==> src/rtl/dvi_in_frame_ctrl_if.sv <==
// Bundle of video input, capture request and measurement/capture outputs
// for dvi_in_frame_ctrl.
// slave  : frame controller side (video in, status/capture out)
// master : source/consumer side (video out, status/capture in)
interface dvi_in_frame_ctrl_if #(
    parameter int CNT_W = 12
);
    logic             ce;
    logic             de;
    logic             vsync;
    logic             hsync;
    logic             cap_req;
    logic             locked;
    logic [CNT_W-1:0] h_total;
    logic [CNT_W-1:0] h_active;
    logic [CNT_W-1:0] v_total;
    logic [CNT_W-1:0] v_active;
    logic             cap_busy;
    logic             frame_start;
    logic             cap_de;
    logic             cap_done;
    logic             cap_err;

    modport master (
        output ce, de, vsync, hsync, cap_req,
        input  locked, h_total, h_active, v_total, v_active,
        input  cap_busy, frame_start, cap_de, cap_done, cap_err
    );

    modport slave (
        input  ce, de, vsync, hsync, cap_req,
        output locked, h_total, h_active, v_total, v_active,
        output cap_busy, frame_start, cap_de, cap_done, cap_err
    );
endinterface

==> src/rtl/dvi_in_frame_ctrl.sv <==
// Measures input video timing, declares lock on stable frames and gates a
// single whole-frame capture window between two vsync edges.
// Ports: clk, rst (sync, active-high), bus (slave): ce/de/vsync/hsync/cap_req
// in; locked, h/v totals and actives, cap_busy/frame_start/cap_de/cap_done/
// cap_err out, all registered.
module dvi_in_frame_ctrl #(
    parameter int CNT_W       = 12,
    parameter int LOCK_FRAMES = 2,
    parameter bit VS_POL      = 1'b1,
    parameter bit HS_POL      = 1'b1
) (
    input logic               clk,
    input logic               rst,
    dvi_in_frame_ctrl_if.slave bus
);

    typedef enum logic [1:0] {
        IDLE,
        ARMED,
        CAPTURE
    } state_t;

    localparam logic [CNT_W-1:0] MAX = '1;
    localparam logic [CNT_W-1:0] ONE = {{(CNT_W-1){1'b0}}, 1'b1};
    localparam logic [3:0]       LF  = 4'(LOCK_FRAMES);

    function automatic logic [CNT_W-1:0] sat_inc(input logic [CNT_W-1:0] v);
        return (v == MAX) ? v : v + ONE;
    endfunction

    logic             vs_n, hs_n;
    logic             vs_prev, hs_prev, de_prev;
    logic             ve, he, dr;

    logic [CNT_W-1:0] lp_cnt, lp_lat, de_cnt, wd_lat, ln_cnt, dr_cnt;
    logic [CNT_W-1:0] lp_nx, lat_nx, de_nx, wd_nx;
    logic [CNT_W-1:0] ln_inc, dr_inc, ln_nx, dr_nx;
    logic [CNT_W-1:0] h_tot, h_act, v_tot, v_act;

    logic [3:0]       stable, stab_nx;
    logic             seen_ve;
    logic             same, any_sat;
    logic             locked_q, lock_nx;

    state_t           state;
    logic             busy, fstart, cde, cdone, cerr;

    assign vs_n = bus.vsync ~^ VS_POL;
    assign hs_n = bus.hsync ~^ HS_POL;

    assign ve = bus.ce & vs_n & ~vs_prev;
    assign he = bus.ce & hs_n & ~hs_prev;
    assign dr = bus.ce & bus.de & ~de_prev;

    // Next-state values; the VE publish uses them so an HE/DR landing on the
    // VE cycle still belongs to the frame that is ending.
    assign lp_nx  = he ? ONE : (bus.ce ? sat_inc(lp_cnt) : lp_cnt);
    assign lat_nx = he ? lp_cnt : lp_lat;
    assign de_nx  = he ? '0 : ((bus.ce & bus.de) ? sat_inc(de_cnt) : de_cnt);
    assign wd_nx  = (he && de_cnt != '0) ? de_cnt : wd_lat;
    assign ln_inc = he ? sat_inc(ln_cnt) : ln_cnt;
    assign dr_inc = dr ? sat_inc(dr_cnt) : dr_cnt;
    assign ln_nx  = ve ? '0 : ln_inc;
    assign dr_nx  = ve ? '0 : dr_inc;

    assign same = (lat_nx == h_tot) && (wd_nx == h_act) &&
                  (ln_inc == v_tot) && (dr_inc == v_act);
    assign any_sat = (lat_nx == MAX) || (wd_nx == MAX) ||
                     (ln_inc == MAX) || (dr_inc == MAX);

    always_comb begin
        stab_nx = stable;
        if (ve) begin
            if (seen_ve && same && !any_sat)
                stab_nx = (stable == LF) ? LF : stable + 4'd1;
            else
                stab_nx = '0;
        end
        // A runaway line or frame means the source is gone: drop lock now.
        if (lp_nx == MAX || ln_nx == MAX)
            stab_nx = '0;
    end

    assign lock_nx = (stab_nx == LF);

    always_ff @(posedge clk) begin
        if (rst) begin
            vs_prev  <= 1'b0;
            hs_prev  <= 1'b0;
            de_prev  <= 1'b0;
            lp_cnt   <= '0;
            lp_lat   <= '0;
            de_cnt   <= '0;
            wd_lat   <= '0;
            ln_cnt   <= '0;
            dr_cnt   <= '0;
            h_tot    <= '0;
            h_act    <= '0;
            v_tot    <= '0;
            v_act    <= '0;
            stable   <= '0;
            seen_ve  <= 1'b0;
            locked_q <= 1'b0;
        end else begin
            if (bus.ce) begin
                vs_prev <= vs_n;
                hs_prev <= hs_n;
                de_prev <= bus.de;
            end
            lp_cnt <= lp_nx;
            lp_lat <= lat_nx;
            de_cnt <= de_nx;
            wd_lat <= wd_nx;
            ln_cnt <= ln_nx;
            dr_cnt <= dr_nx;
            if (ve) begin
                h_tot   <= lat_nx;
                h_act   <= wd_nx;
                v_tot   <= ln_inc;
                v_act   <= dr_inc;
                seen_ve <= 1'b1;
            end
            stable   <= stab_nx;
            locked_q <= lock_nx;
        end
    end

    // Loss of lock wins over a coincident VE so a bad frame never
    // reports cap_done.
    always_ff @(posedge clk) begin
        if (rst) begin
            state  <= IDLE;
            busy   <= 1'b0;
            fstart <= 1'b0;
            cde    <= 1'b0;
            cdone  <= 1'b0;
            cerr   <= 1'b0;
        end else begin
            fstart <= 1'b0;
            cde    <= 1'b0;
            cdone  <= 1'b0;
            cerr   <= 1'b0;
            unique case (state)
                IDLE: begin
                    if (bus.cap_req && locked_q) begin
                        state <= ARMED;
                        busy  <= 1'b1;
                    end
                end
                ARMED: begin
                    if (!lock_nx) begin
                        state <= IDLE;
                        busy  <= 1'b0;
                        cerr  <= 1'b1;
                    end else if (ve) begin
                        state  <= CAPTURE;
                        fstart <= 1'b1;
                        cde    <= bus.de & bus.ce;
                    end
                end
                CAPTURE: begin
                    if (!lock_nx) begin
                        state <= IDLE;
                        busy  <= 1'b0;
                        cerr  <= 1'b1;
                    end else if (ve) begin
                        state <= IDLE;
                        busy  <= 1'b0;
                        cdone <= 1'b1;
                    end else begin
                        cde <= bus.de & bus.ce;
                    end
                end
                default: begin
                    state <= IDLE;
                    busy  <= 1'b0;
                end
            endcase
        end
    end

    assign bus.locked      = locked_q;
    assign bus.h_total     = h_tot;
    assign bus.h_active    = h_act;
    assign bus.v_total     = v_tot;
    assign bus.v_active    = v_act;
    assign bus.cap_busy    = busy;
    assign bus.frame_start = fstart;
    assign bus.cap_de      = cde;
    assign bus.cap_done    = cdone;
    assign bus.cap_err     = cerr;

endmodule

==> src/flat_wrapper.sv <==
// flat-port wrapper written by rule: the top's interface ports become plain ports
module dvi_in_frame_ctrl_flat 
#(
    parameter int CNT_W       = 12,
    parameter int LOCK_FRAMES = 2,
    parameter bit VS_POL      = 1'b1,
    parameter bit HS_POL      = 1'b1
)
  (clk, rst, bus_ce, bus_de, bus_vsync, bus_hsync, bus_cap_req, bus_locked, bus_h_total, bus_h_active, bus_v_total, bus_v_active, bus_cap_busy, bus_frame_start, bus_cap_de, bus_cap_done, bus_cap_err);
  dvi_in_frame_ctrl_if #(.CNT_W(CNT_W)) bus_i ();
  input logic clk;
  input logic rst;
  input wire logic [$bits(bus_i.ce)-1:0] bus_ce;
  input wire logic [$bits(bus_i.de)-1:0] bus_de;
  input wire logic [$bits(bus_i.vsync)-1:0] bus_vsync;
  input wire logic [$bits(bus_i.hsync)-1:0] bus_hsync;
  input wire logic [$bits(bus_i.cap_req)-1:0] bus_cap_req;
  output wire logic [$bits(bus_i.locked)-1:0] bus_locked;
  output wire logic [$bits(bus_i.h_total)-1:0] bus_h_total;
  output wire logic [$bits(bus_i.h_active)-1:0] bus_h_active;
  output wire logic [$bits(bus_i.v_total)-1:0] bus_v_total;
  output wire logic [$bits(bus_i.v_active)-1:0] bus_v_active;
  output wire logic [$bits(bus_i.cap_busy)-1:0] bus_cap_busy;
  output wire logic [$bits(bus_i.frame_start)-1:0] bus_frame_start;
  output wire logic [$bits(bus_i.cap_de)-1:0] bus_cap_de;
  output wire logic [$bits(bus_i.cap_done)-1:0] bus_cap_done;
  output wire logic [$bits(bus_i.cap_err)-1:0] bus_cap_err;
  assign bus_i.ce = bus_ce;
  assign bus_i.de = bus_de;
  assign bus_i.vsync = bus_vsync;
  assign bus_i.hsync = bus_hsync;
  assign bus_i.cap_req = bus_cap_req;
  assign bus_locked = bus_i.locked;
  assign bus_h_total = bus_i.h_total;
  assign bus_h_active = bus_i.h_active;
  assign bus_v_total = bus_i.v_total;
  assign bus_v_active = bus_i.v_active;
  assign bus_cap_busy = bus_i.cap_busy;
  assign bus_frame_start = bus_i.frame_start;
  assign bus_cap_de = bus_i.cap_de;
  assign bus_cap_done = bus_i.cap_done;
  assign bus_cap_err = bus_i.cap_err;
  dvi_in_frame_ctrl #(.CNT_W(CNT_W), .LOCK_FRAMES(LOCK_FRAMES), .VS_POL(VS_POL), .HS_POL(HS_POL)) u_core (.clk(clk), .rst(rst), .bus(bus_i));
endmodule
==> config.mk <==
export PLATFORM = sky130hd
export DESIGN_NAME = dvi_in_frame_ctrl_flat
export DESIGN_NICKNAME = d
export VERILOG_FILES = /design/src/rtl/dvi_in_frame_ctrl_if.sv /design/src/rtl/dvi_in_frame_ctrl.sv /design/src/flat_wrapper.sv
export SDC_FILE = /design/constraint.sdc
export NUM_CORES = 1
export LEC_CHECK = 0
export CAP_MARGIN = 10
export CORE_MARGIN = 1
export CORE_UTILIZATION = 50
export CTS_CLUSTER_SIZE = 25
export DETAILED_ROUTE_END_ITERATION = 7
export GPL_TIMING_DRIVEN = 0
export PLACE_DENSITY = 0.77
export SETUP_SLACK_MARGIN = 0.15
export SKIP_CTS_REPAIR_TIMING = 1
export SLEW_MARGIN = 40
export SYNTH_ARGS = -nofsm -noshare
export SYNTH_HDL_FRONTEND = slang
export SYNTH_SLANG_ARGS = --single-unit
==> constraint.sdc <==
create_clock -name clk -period 4.05 [get_ports clk]
set_clock_uncertainty 0.2 [all_clocks]
set_input_delay 1.0125 -clock clk [delete_from_list [all_inputs] [get_ports clk]]
set_output_delay 1.0125 -clock clk [all_outputs]
set_load 0.01 [all_outputs]
==> impl_metrics.tcl <==
set metrics [dict create \
    ys_top_cells_by_count "nor2_1 (155), dfxtp_1 (136), nand2_1 (63), clkbuf_1 (50), a21oi_1 (48)" \
    synth_most_common_cell "nor2_1" \
    setup_ws_ns 0.1471 \
    p_leak_nw 3.513 \
    final_util_pct 65.82 \
    ant_nets 0 \
    grt_overflow 0 \
    grt_max_degree 17 \
    cts_tree "built" \
    hold_path_class "flop to flop" \
    clockBufferDepth 2 \
    status "completed" \
    crit_fanout 10 \
    yosys_warnings 0 \
    drt-total-wl_mm 27.54 \
    coreArea_um2 15150 \
    cap_violations 0 \
    portBuffers 58 \
    syn_area_per_cell_um2 7.979 \
    synthCells 971 \
    area.growth.synth_to_final_pct 28.68 \
    rsz0062_at_grt "yes" \
    crit_type "primary input to flop" \
    required_ns 4.18 \
    clock-sinks 136 \
    post-place-ws_ns -1.158 \
    vdd_drop_max_v 0.0003137 \
    start_kind "primary input" \
    p_total_mw 3.502 \
    drc_errors 0 \
    r2r_cells 13 \
    wire_per_inst_um 21.69 \
    fmax_mhz 256.2 \
    die_height_um 126.5 \
    place_congestion 0.9806 \
    synth_area_leader_cell "dfxtp_1" \
    fin_crit_ns 3.903 \
    nets 1087 \
    worst_hold_slack_ns 0.2899 \
    die_area_um2 16000 \
    clk_pin_slew_ns 0.06 \
    async_flop_share_pct 0 \
    hold_viol 0 \
    grt_pass1_vias 7402 \
    seq_area_frac_synth_pct 35.14 \
    grtUsageTotal_pct 33.46 \
    min_period_over_period_pct 96.37 \
    dp_hpwl_mm 19.00 \
    dieWidth_um 126.5 \
    synth_fp_nets 988 \
    finalSetupViolCount 0 \
    ios 61 \
    numCtsBuffers 17 \
    grt_pass1_wl_mm 40.96 \
    power.density_nw_per_um2 351.3 \
    crit_arrival_ns 4.03 \
    yosys.area.top_type_share_pct 35.14 \
    grt_antenna_before_repair 0 \
    r2r-end "u_core.bus.cap_done$_SDFF_PP0_" \
    n_antenna_cell 0 \
    vias 8372 \
    dr.first_iter.drc_count 1258 \
    relSlewSlack_pct 42.13 \
    rows 45 \
    place_area_um2 8663 \
    worst_pin_slew_ns 0.8615 \
    start_util_pct 51.15 \
    synth_edf_count 0 \
    hold_path_end "u_core.bus.v_active[9]$_SDFFE_PP0P_" \
    regToRegSetupSlack_ns 0.23 \
    insertion_delay_ns 0.44 \
    avgViaCountPerCell 6.592 \
    cts.htree.levels 4 \
    cts-root-buf "clkbuf_16" \
    drive_gt1_share_pct 13.49 \
    ys_ff_latch 136 \
    end_kind "flop" \
    min_from "u_core.bus.v_active[9]$_SDFFE_PP0P_" \
    ys.flop_type "dfxtp_1" \
    postLayoutCellArea_um2 9970 \
    finalMaxSlewViolations 0 \
    ys_types 79 \
    synthTopCellsByArea "dfxtp_1 (35%), nor2_1 (7.5%), mux2i_1 (3.9%)" \
    whs_path_depth 2 \
    r2r_start "u_core.ln_cnt[0]$_SDFF_PP0_" \
    first_pass_iters 8 \
    synth_area_um2 7747 \
]
## critical path: stages
cell and delay [ns]:
buf_12 0.11, and3b_1 0.18, buf_6 0.13, buf_4 0.13
clkbuf_4 0.21, a31oi_1 0.26, a21oi_1 0.12, xnor2_1 0.32
o2111ai_2 0.24, or4_4 0.59, o41ai_4 0.24, nand2_2 0.11
nand4b_4 0.14, nor2_2 0.05, and3_1 0.18
## sequential cells by signal (all words and copies together) (netlist names)
| name | flops |
|---|---|
| u_core.seen_ve | 1 |
| u_core.vs_prev | 1 |
| u_core.de_prev | 1 |
| u_core.hs_prev | 1 |
| u_core.lp_cnt | 12 |
| u_core.bus.cap_err | 1 |
| u_core.bus.frame_start | 1 |
| u_core.ln_cnt | 12 |
| u_core.bus.locked | 1 |
| u_core.state | 2 |
| u_core.lp_lat | 12 |
| u_core.bus.h_total | 12 |
| u_core.wd_lat | 12 |
| u_core.bus.cap_de | 1 |
| u_core.bus.cap_done | 1 |
| u_core.bus.v_total | 12 |
| u_core.bus.cap_busy | 1 |
| u_core.stable | 4 |
| u_core.bus.h_active | 12 |
| u_core.bus.v_active | 12 |
| u_core.dr_cnt | 12 |
| u_core.de_cnt | 12 |
## metrics by stage
| step | setup TNS (ns) | std cells |
|---|---|---|
| final | 0 | 1270 |
| after global routing | 0 | 1270 |
| after CTS | -6.074 | 1248 |
| after detailed placement | -11.37 | 1217 |
| after global placement | -11.29 | 1217 |
| after floorplan | 0 | 971 |
## area by class of cell
cell class                 instances  area, µm²
fill                            1276       5176
multi-input combinational        739       5097
sequential                       136       2725
timing repair buffer              80      807.0
clock buffer                      21      480.5
buffer                            66      345.3
tap                              188      235.2
clock inverter                    10      166.4
inverter                          30      112.6
## metal layers
layer,vias to the layer above,share of wire [%],global-route usage (%)
met4,0,3.7,14.60
met2,508,45,51.51
met5,-,0,0
met3,111,9.7,5.694
li1,3767,-,-
met1,3986,42,46.09
## cell usage in the layout, fill, tap and decap left out, types with 5 or more instances in the layout
| cell type | instances |
|---|---|
| nand3_1 | 26 |
| nand4_1 | 36 |
| clkdlybuf4s50_1 | 56 |
| o211ai_1 | 6 |
| nand4b_1 | 9 |
| dfxtp_1 | 134 |
| nand2_1 | 61 |
| a21o_1 | 5 |
| nor2_1 | 153 |
| clkbuf_1 | 42 |
| nor3_1 | 17 |
| a211oi_1 | 35 |
| buf_2 | 9 |
| inv_1 | 30 |
| a21oi_1 | 47 |
| xor2_1 | 24 |
| and2_1 | 11 |
| and4_1 | 6 |
| a31oi_1 | 11 |
| o21ai_0 | 15 |
| nor4_4 | 6 |
| mux2i_1 | 25 |
| nor4_1 | 9 |
| and3_1 | 20 |
| clkbuf_16 | 20 |
| xnor2_1 | 21 |
| buf_4 | 19 |
| o22ai_1 | 6 |
| nand2b_1 | 17 |
| or3_1 | 6 |
| nand3b_1 | 11 |
| nor2b_1 | 11 |
| ha_1 | 8 |
| nor4_2 | 6 |
## power breakdown
part / total (mW) / internal, mW / switching [mW]
Clock: 1.71 / 1.09 / 0.620
Sequential: 1.41 / 1.37 / 0.0393
Combinational: 0.382 / 0.160 / 0.222
Total: 3.50 / 2.62 / 0.882
## how the worst max path moves through the flow
stage               from                          endpoint  cells past startpoint  slack, ns
2_1_floorplan     bus_ce  u_core.bus.cap_busy$_SDFFE_PP0P_                     12       0.16
3_3_place_gp   bus_hsync  u_core.bus.cap_busy$_SDFFE_PP0P_                     15      -1.14
3_5_place_dp      bus_de  u_core.bus.cap_busy$_SDFFE_PP0P_                     14      -1.16
4_1_cts           bus_de  u_core.bus.cap_busy$_SDFFE_PP0P_                     14      -0.71
5_1_grt           bus_ce  u_core.bus.cap_busy$_SDFFE_PP0P_                     15       0.04
6_report       bus_hsync    u_core.bus.cap_done$_SDFF_PP0_                     15       0.15
## cells by family (layout without fill, tap and decap cells)
| family | after synthesis | after routing | synth area share, % |
|---|---|---|---|
| AO/OA/AOI/OAI | 203 | 203 | 18.62 |
| XOR/XNOR | 47 | 47 | 5.313 |
| adder cells (fa/ha/maj) | 10 | 10 | 1.615 |
| buffers and inverters | 96 | 207 | 4.861 |
| flip-flops | 136 | 136 | 35.14 |
| multiplexers | 33 | 33 | 4.312 |
| AND/OR/NAND/NOR | 446 | 446 | 30.14 |
No activity file was read; power rests on OpenSTA's default activity.
